File: src/rtl/seq_detect_pkg.sv
// Shared constants and config typedef for the programmable serial pattern detector.
// Optional build macro SEQ_DET_MASK_EN adds a per-bit compare mask to the config bundle.
package seq_detect_pkg;

  localparam int         DEF_MAX_LEN = 8;
  localparam logic [7:0] DEF_RST_PAT = 8'b0000_0110;
  localparam int         DEF_RST_LEN = 4;
  localparam bit         DEF_RST_OVL = 1'b1;

  function automatic int len_w(input int max_len);
    return $clog2(max_len + 1);
  endfunction

  // Config bundle at the default pattern width, for consumers outside the detector.
  typedef struct packed {
    logic [DEF_MAX_LEN-1:0]          pat;
    logic [$clog2(DEF_MAX_LEN+1)-1:0] len;
    logic                            ovl;
`ifdef SEQ_DET_MASK_EN
    logic [DEF_MAX_LEN-1:0]          mask;
`endif
  } seq_cfg_t;

endpackage

File: src/rtl/seq_window_cmp.sv
// Combinational compare of the low len bits of the shift window against the pattern.
// With SEQ_DET_MASK_EN defined, mask bits of 0 are don't-care.
module seq_window_cmp #(
  parameter int MAX_LEN = 8,
  parameter int LW      = 4
) (
  input  logic [MAX_LEN-1:0] win_i,
  input  logic [MAX_LEN-1:0] pat_i,
  input  logic [LW-1:0]      len_i,
`ifdef SEQ_DET_MASK_EN
  input  logic [MAX_LEN-1:0] mask_i,
`endif
  output logic               hit_o
);

  logic [MAX_LEN-1:0] diff;

  always_comb begin
    diff = '0;
    for (int i = 0; i < MAX_LEN; i++) begin
      if (i < int'(len_i)) begin
`ifdef SEQ_DET_MASK_EN
        diff[i] = (win_i[i] ^ pat_i[i]) & mask_i[i];
`else
        diff[i] = win_i[i] ^ pat_i[i];
`endif
      end
    end
  end

  assign hit_o = (diff == '0);

endmodule

File: src/rtl/param_seq_detect.sv
// Runtime-programmable serial bit-pattern detector with one-cycle match flag and
// saturating match counter. SEQ_DET_MASK_EN adds the cfg_mask don't-care port.
module param_seq_detect
  import seq_detect_pkg::*;
#(
  parameter int                 MAX_LEN = DEF_MAX_LEN,
  parameter int                 CNT_W   = 8,
  parameter logic [MAX_LEN-1:0] RST_PAT = MAX_LEN'(DEF_RST_PAT),
  parameter int                 RST_LEN = DEF_RST_LEN,
  parameter bit                 RST_OVL = DEF_RST_OVL
) (
  input  logic                       clk,
  input  logic                       rst,
  input  logic                       din,
  input  logic                       din_vld,
  input  logic                       cfg_we,
  input  logic [MAX_LEN-1:0]         cfg_pat,
  input  logic [len_w(MAX_LEN)-1:0]  cfg_len,
  input  logic                       cfg_ovl,
`ifdef SEQ_DET_MASK_EN
  input  logic [MAX_LEN-1:0]         cfg_mask,
`endif
  input  logic                       cnt_clr,
  output logic                       flag,
  output logic [CNT_W-1:0]           match_cnt
);

  localparam int            LW        = len_w(MAX_LEN);
  localparam logic [LW-1:0] MAX_LEN_L = LW'(MAX_LEN);

  typedef struct packed {
    logic [MAX_LEN-1:0] pat;
    logic [LW-1:0]      len;
    logic               ovl;
`ifdef SEQ_DET_MASK_EN
    logic [MAX_LEN-1:0] mask;
`endif
  } cfg_t;

  cfg_t               cfg_q, cfg_d;
  // The oldest window bit is never compared again, so only MAX_LEN-1 bits are kept.
  logic [MAX_LEN-2:0] hist_q, hist_d;
  logic [LW-1:0]      fill_q, fill_d;
  logic               flag_q, flag_d;
  logic [CNT_W-1:0]   cnt_q, cnt_d;

  logic [MAX_LEN-1:0] win;
  logic [LW:0]        fill_p1;
  logic               hit, match;

  assign win     = {hist_q, din};
  assign fill_p1 = {1'b0, fill_q} + (LW+1)'(1);

  seq_window_cmp #(.MAX_LEN(MAX_LEN), .LW(LW)) u_cmp (
    .win_i  (win),
    .pat_i  (cfg_q.pat),
    .len_i  (cfg_q.len),
`ifdef SEQ_DET_MASK_EN
    .mask_i (cfg_q.mask),
`endif
    .hit_o  (hit)
  );

  assign match = din_vld && !cfg_we && (cfg_q.len != '0)
              && (fill_p1 >= {1'b0, cfg_q.len}) && hit;

  always_comb begin
    cfg_d  = cfg_q;
    hist_d = hist_q;
    fill_d = fill_q;
    flag_d = 1'b0;
    cnt_d  = cnt_q;
    if (cfg_we) begin
      cfg_d.pat = cfg_pat;
      cfg_d.len = (cfg_len > MAX_LEN_L) ? MAX_LEN_L : cfg_len;
      cfg_d.ovl = cfg_ovl;
`ifdef SEQ_DET_MASK_EN
      cfg_d.mask = cfg_mask;
`endif
      hist_d = '0;
      fill_d = '0;
    end else if (din_vld) begin
      // Non-overlap restarts qualification; stale history is masked by fill.
      if (match && !cfg_q.ovl) begin
        fill_d = '0;
      end else begin
        hist_d = win[MAX_LEN-2:0];
        fill_d = (fill_p1 > {1'b0, MAX_LEN_L}) ? MAX_LEN_L : fill_p1[LW-1:0];
      end
      flag_d = match;
    end
    if (cnt_clr)
      cnt_d = '0;
    else if (match && (cnt_q != '1))
      cnt_d = cnt_q + CNT_W'(1);
  end

  always_ff @(posedge clk or posedge rst) begin
    if (rst) begin
      cfg_q.pat <= RST_PAT;
      cfg_q.len <= LW'(RST_LEN);
      cfg_q.ovl <= RST_OVL;
`ifdef SEQ_DET_MASK_EN
      cfg_q.mask <= '1;
`endif
      hist_q <= '0;
      fill_q <= '0;
      flag_q <= 1'b0;
      cnt_q  <= '0;
    end else begin
      cfg_q  <= cfg_d;
      hist_q <= hist_d;
      fill_q <= fill_d;
      flag_q <= flag_d;
      cnt_q  <= cnt_d;
    end
  end

  assign flag      = flag_q;
  assign match_cnt = cnt_q;

endmodule

File: config.mk
export PLATFORM = sky130hd
export DESIGN_NAME = param_seq_detect
export DESIGN_NICKNAME = d
export VERILOG_FILES = /design/src/rtl/seq_detect_pkg.sv /design/src/rtl/seq_window_cmp.sv /design/src/rtl/param_seq_detect.sv
export SDC_FILE = /design/constraint.sdc
export NUM_CORES = 1
export LEC_CHECK = 0
export CAP_MARGIN = 20
export CORE_MARGIN = 3
export CORE_UTILIZATION = 56
export CTS_BUF_LIST = sky130_fd_sc_hd__clkbuf_2 sky130_fd_sc_hd__clkbuf_4 sky130_fd_sc_hd__clkbuf_8
export DETAILED_ROUTE_END_ITERATION = 8
export PLACE_DENSITY = 0.87
export SETUP_SLACK_MARGIN = 0.2
export SLEW_MARGIN = 20
export SYNTH_ARGS = -nofsm -noshare
export SYNTH_HDL_FRONTEND = slang
export SYNTH_HIERARCHICAL = 1
export SYNTH_SLANG_ARGS = --single-unit
File: constraint.sdc
create_clock -name clk -period 3.01 [get_ports clk]
set_clock_uncertainty 0.1 [all_clocks]
set_input_delay 0.4515 -clock clk [delete_from_list [all_inputs] [get_ports clk]]
set_output_delay 0.4515 -clock clk [all_outputs]
set_load 0.03 [all_outputs]
==> results of run 1 <==
## per-layer routing
metal  GRT usage  share of wire
met5           0              0
met2       0.390           0.54
met3      0.0535          0.054
met4      0.0916          0.024
met1       0.269           0.39
## per-stage QoR
stage	instances	hold slack (ns)	setup slack, ns	utilization	power [W]
after floorplan	176	0.401	0.569	-	0.000604
after global placement	241	0.411	0.475	0.688	0.000645
after detailed placement	241	0.422	0.371	0.688	0.000656
after CTS	249	0.413	0.357	0.711	0.000938
after global routing	249	0.435	0.191	0.715	0.000988
final	249	0.406	0.402	0.715	0.000938
## power by group
| group | leakage (nW) | switching, W | total (W) | internal, W |
|---|---|---|---|---|
| Clock | 0.0413 | 0.000150 | 0.000285 | 0.000135 |
| Combinational | 0.441 | 0.0000850 | 0.000160 | 0.0000752 |
| Sequential | 0.427 | 0.0000238 | 0.000492 | 0.000468 |
| Total | 0.910 | 0.000259 | 0.000938 | 0.000679 |
## critical path, stage by stage (launching register included)
cell and delay, ns:
dfstp_2 0.60, or3b_1 0.38, a211oi_1 0.21, a31oi_1 0.13
a21oi_2 0.22, nand3b_1 0.16, o21ai_1 0.50, a32o_1 0.26
## layout make-up
| cell class | count | area, um^2 | share of cell area |
|---|---|---|---|
| Timing Repair Buffer | 29 | 285 | 0.129 |
| Multi-Input combinational cell | 126 | 943 | 0.425 |
| Inverter | 9 | 33.8 | 0.0152 |
| Clock inverter | 1 | 5.00 | 0.00226 |
| Clock buffer | 7 | 65.1 | 0.0293 |
| Sequential cell | 33 | 831 | 0.375 |
| Tap cell | 44 | 55.1 | 0.0248 |
## flip-flops by register name, summed over array words and instances, names as in the netlist
name	flops
match_cnt	8
hist_q	7
fill_q	4
cfg_q	13
flag	1
## kinds of logic (layout without fill, tap and decap cells)
logic type               Yosys count  count (layout)  synth area share
buffers and inverters             17              46            0.0448
XOR/XNOR                          10              10            0.0475
flip-flops                        33              33             0.450
multiplexers                      12              12            0.0719
AND/OR/NAND/NOR                   48              48             0.145
adder cells (fa/ha/maj)            7               7            0.0475
AO/OA/AOI/OAI                     49              49             0.193
## cell usage after synthesis, drive strengths merged
master and count:
dfrtp 29, mux2 10, o21ai 10, xor2 9, a21oi 8, a32o 8
inv 8, nand2 8, nand3 8, nor2 8, buf 7, ha 7
or4 5, a211oi 4, a22o 4, dfstp 4, o31ai 4, a31oi 3
and3 3, nand2b 3, nor2b 3, nor3 3, mux2i 2, nand4 2
nor4 2, o21a 2, o41ai 2, a21o 1, a221oi 1, clkbuf 1
clkinv 1, nand3b 1, o21bai 1, o22ai 1, or2 1, or3b 1
xnor2 1
## worst paths after layout
kind | startpoint | slack (ns) | end
worst max-delay path | cfg_q[3]$_DFFE_PP1P_ | 0.40 | hist_q[4]$_DFFE_PP0P_
worst max register to register | cfg_q[3]$_DFFE_PP1P_ | 0.40 | hist_q[4]$_DFFE_PP0P_
worst min-delay path | rst | 0.41 | match_cnt[1]$_DFFE_PP0P_
max in group asynchronous | rst | 2.06 | cfg_q[3]$_DFFE_PP1P_
min in group clk | cfg_q[5]$_DFFE_PP0P_ | 0.44 | cfg_q[5]$_DFFE_PP0P_
worst min register to register | cfg_q[5]$_DFFE_PP0P_ | 0.44 | cfg_q[5]$_DFFE_PP0P_
==> impl_metrics.py, run 1 <==
metrics = {
    "timing": {
        "max_slew.worst_pin.slew_ns": 0.562,
        "final_max_slew_viol_count": 0,
        "fmaxAchievable_mhz": 384,
        "slew_headroom": 0.623,
        "setup_viol": 0,
        "hold_viol": 0,
        "period_minus_slack_ns": 2.61,
        "rsz0062_at_grt": "true",
        "setup_tns_ns": 0,
        "finalCritPeriodShare": 0.866,
    },
    "cells_and_area": {
        "finalNetCount": 230,
        "postLayoutCellArea_mm2": 0.00222,
        "fillers": 237,
        "area_growth_pct": 20.3,
        "diodes": 0,
        "drive_gt1_frac": 0.171,
        "final_common_cell": "dfrtp_1",
        "final_cell_mix": "29 x dfrtp_1, 27 x clkdlybuf4s50_1, 10 x mux2_2",
    },
    "global_route": {
        "grt_pass1_wl_mm": 7.22,
        "grt_usage": 0.226,
        "grt.overflow.total": 0,
        "grt_pass1_vias": 1578,
        "grt_max_degree": 34,
        "antenna_found_initial": 0,
    },
    "clock_tree": {
        "cts.sinks": 33,
        "postCtsSetupBuffers": 0,
        "htree_levels": 2,
        "cts_resized": 0,
        "cts_tree": "done",
        "clockBufferDepth": 2,
        "clkLatencyLatePin_ns": 0.33,
        "clk_pin_slew_worst_paths_ns": 0.10,
        "numCtsBuffers": 5,
        "cts_hold_buffers": 0,
        "cts_root_buffer": "clkbuf_4",
    },
    "route": {
        "drt-total-wl_mm": 4.09,
        "firstDrtPassIters": 4,
        "first_iter_violations": 179,
        "routedWlPerCell_um": 16.4,
        "drc": 0,
        "vias": 1541,
        "ant_nets": 0,
        "routed_via_density": 6.19,
    },
    "die": {
        "die_h_um": 63.4,
        "ioPinCount": 28,
        "fp.dieW_um": 63.4,
        "fp.coreArea_mm2": 0.00310,
        "die_area_mm2": 0.00402,
        "rows": 20,
        "start_util": 0.594,
    },
    "synthesis": {
        "ys_types": 46,
        "synth_top_area_frac": 0.393,
        "yosysSeqAreaShare": 0.450,
        "yosysTopAreaCell": "dfrtp_1",
        "ys_top_cells_by_area": "dfrtp_1 39%, mux2_2 6.1%, dfstp_2 5.7%",
        "syn_nets": 202,
        "synthCells": 176,
        "yosysWarnings": 6,
        "syn_area_per_cell_um2": 10.5,
        "synth-seq-cells": 33,
        "synth_area_mm2": 0.00184,
    },
    "setup_path": {
        "required_ns": 3.18,
        "crit_fanout": 8,
        "path_class": "flip-flop to flip-flop",
        "cp.arrival_ns": 2.77,
        "reg2reg_depth": 7,
        "critPathCaptureType": "flip-flop",
        "crit_path_start_kind": "flip-flop",
    },
    "outcome": {
        "outcome": "finished, final reports clean",
    },
    "power": {
        "ir_drop_mv": 0.341,
        "p_leak_nw": 0.910,
        "p_per_area_mw_per_mm2": 423,
    },
    "placed_design": {
        "port_buffers": 27,
        "dp_hpwl_mm": 3.09,
        "gp_congestion": 0.895,
        "placed_cell_area_mm2": 0.00214,
    },
    "min_path": {
        "hold_class": "primary input to async pin",
    },
    "run": {
        "max_cap_violations": 0,
    },
}
Note: power is estimated with default switching activity, not from simulation.
==> run 2: changes to the inputs <==
--- a/config.mk
+++ b/config.mk
@@ -10,7 +10,7 @@
 export CORE_UTILIZATION = 56
 export CTS_BUF_LIST = sky130_fd_sc_hd__clkbuf_2 sky130_fd_sc_hd__clkbuf_4 sky130_fd_sc_hd__clkbuf_8
 export DETAILED_ROUTE_END_ITERATION = 8
-export PLACE_DENSITY = 0.87
+export PLACE_DENSITY = 0.91
 export SETUP_SLACK_MARGIN = 0.2
 export SLEW_MARGIN = 20
 export SYNTH_ARGS = -nofsm -noshare
==> impl_metrics.py, run 2 (same netlist as run 1, synthesis figures left out) <==
metrics = {
    "global_route": {
        "antenna_found_initial": 0,
        "grt_pass1_wl_mm": 6.73,
        "grt_usage": 0.214,
        "grt_max_degree": 22,
        "grt.overflow.total": 0,
        "grt_pass1_vias": 1530,
    },
    "setup_path": {
        "critPathCaptureType": "flip-flop",
        "critical-path-max-stage-delay_ns": 0.61,
        "critPathBufInv": 0,
        "required_ns": 3.19,
        "crit_family": "simple AND/OR/NAND/NOR gates",
        "cp.arrival_ns": 2.81,
        "crit_fanout": 8,
        "path_class": "flip-flop to flip-flop",
        "crit_path_start_kind": "flip-flop",
        "crit_chain": "or3b_1 > a211oi_1 > a31oi_1 > a21oi_2 > and3_4 > nand3_1 > or4_1 > a21oi_1",
        "slowest_stage": "dfstp_2",
    },
    "die": {
        "fp.dieW_um": 63.4,
        "die_h_um": 63.4,
        "die_area_mm2": 0.00402,
        "fp.coreArea_mm2": 0.00310,
        "ioPinCount": 28,
        "start_util": 0.594,
        "rows": 20,
    },
    "placed_design": {
        "placed_cell_area_mm2": 0.00214,
        "dpl.cell_count": 241,
        "gp_congestion": 0.937,
        "port_buffers": 27,
        "dp_hpwl_mm": 3.04,
    },
    "timing": {
        "setup_tns_ns": 0,
        "whs_ns": 0.445,
        "final_max_slew_viol_count": 0,
        "hold_viol": 0,
        "fmaxAchievable_mhz": 380,
        "max_slew.worst_pin.slew_ns": 0.780,
        "setup_viol": 0,
        "slew_headroom": 0.479,
        "finalCritPeriodShare": 0.874,
        "period_minus_slack_ns": 2.63,
        "rsz0062_at_grt": "false",
    },
    "clock_tree": {
        "clkLatencyLatePin_ns": 0.35,
        "numCtsBuffers": 5,
        "clk_pin_slew_worst_paths_ns": 0.11,
        "postCtsSetupBuffers": 0,
        "cts.sinks": 33,
        "htree_levels": 2,
        "cts_root_buffer": "clkbuf_4",
        "cts_tree": "done",
        "clockBufferDepth": 2,
    },
    "cells_and_area": {
        "final_common_cell": "dfrtp_1",
        "largest-register": "cfg_q",
        "fillers": 253,
        "drive_gt1_frac": 0.161,
        "multi_input_area_um2": 940,
        "diodes": 0,
        "seq_area_um2": 831,
        "largest_reg_flops": 13,
        "area_growth_pct": 19.3,
        "finalNetCount": 230,
        "finalNonFillerCells": 249,
        "postLayoutCellArea_mm2": 0.00220,
        "final_cell_mix": "29 x dfrtp_1, 27 x clkdlybuf4s50_1, 10 x mux2_2",
    },
    "power": {
        "p_leak_nw": 0.901,
        "ir_drop_mv": 0.364,
        "p_per_area_mw_per_mm2": 409,
    },
    "route": {
        "firstDrtPassIters": 5,
        "drc": 0,
        "first_iter_violations": 146,
        "vias": 1545,
        "ant_nets": 0,
        "routedWlPerCell_um": 16.2,
        "drt-total-wl_mm": 4.04,
        "routed_via_density": 6.20,
    },
    "outcome": {
        "outcome": "finished, final reports clean",
    },
    "run": {
        "max_cap_violations": 0,
    },
    "min_path": {
        "hold_class": "primary input to async pin",
    },
}
==> run 2: cell types whose count changed in the layout (fill, tap and decap cells not counted), sizes merged <==
cell | previous run | this run
clkinv | 2 | 3
clkbuf | 7 | 5
clkinvlp | 0 | 1
==> run 2: routing by layer <==
metal / wire length (um) / up-vias / global-route usage
li1: - / 714 / -
met1: 1600 / 740 / 0.250
met2: 2080 / 79 / 0.366
met3: 275 / 12 / 0.0624
met4: 87 / 0 / 0.0889
met5: 0 / - / 0
==> run 2: stage by stage <==
step	util	total power [W]	setup slack, ns
floorplan	-	0.000604	0.569
global placement	0.688	0.000647	0.467
detailed placement	0.688	0.000655	0.337
CTS	0.706	0.000902	0.300
global route	0.709	0.000951	0.194
finish	0.709	0.000899	0.379
==> run 2: path summary, 6_finish.rpt <==
kind	startpoint	endpoint	slack, ns	depth (start not counted)
max in group asynchronous	rst	fill_q[0]$_DFFE_PP0P_	1.68	3
worst min-delay path	rst	cfg_q[4]$_DFFE_PP0P_	0.44	2
worst max register to register	cfg_q[3]$_DFFE_PP1P_	match_cnt[7]$_DFFE_PP0P_	0.38	8
min in group clk	cfg_q[11]$_DFFE_PP0P_	cfg_q[11]$_DFFE_PP0P_	0.45	1
worst max-delay path	cfg_q[3]$_DFFE_PP1P_	match_cnt[7]$_DFFE_PP0P_	0.38	8
worst min register to register	cfg_q[11]$_DFFE_PP0P_	cfg_q[11]$_DFFE_PP0P_	0.45	1
==> run 2: timing repair <==
| item | CTS | global route |
|---|---|---|
| gates resized for setup | 0 | 2 |
| setup endpoints to repair | 0 | 6 |
| hold buffers | 0 | 0 |
==> run 2: power by group <==
| part | total, W | internal, W | switching (W) |
|---|---|---|---|
| clock network | 0.000248 | 0.0000880 | 0.000161 |
| logic | 0.000158 | 0.0000749 | 0.0000830 |
| registers | 0.000493 | 0.000468 | 0.0000243 |
| total | 0.000899 | 0.000631 | 0.000268 |
==> run 2: cell type report <==
| cell class | instances | area share |
|---|---|---|
| clock buffers | 5 | 0.0171 |
| clock inverters | 3 | 0.00796 |
| inverters | 9 | 0.0154 |
| multi-input cells | 126 | 0.427 |
| flip-flops and latches | 33 | 0.378 |
| well taps | 44 | 0.0250 |
| repair buffers | 29 | 0.130 |
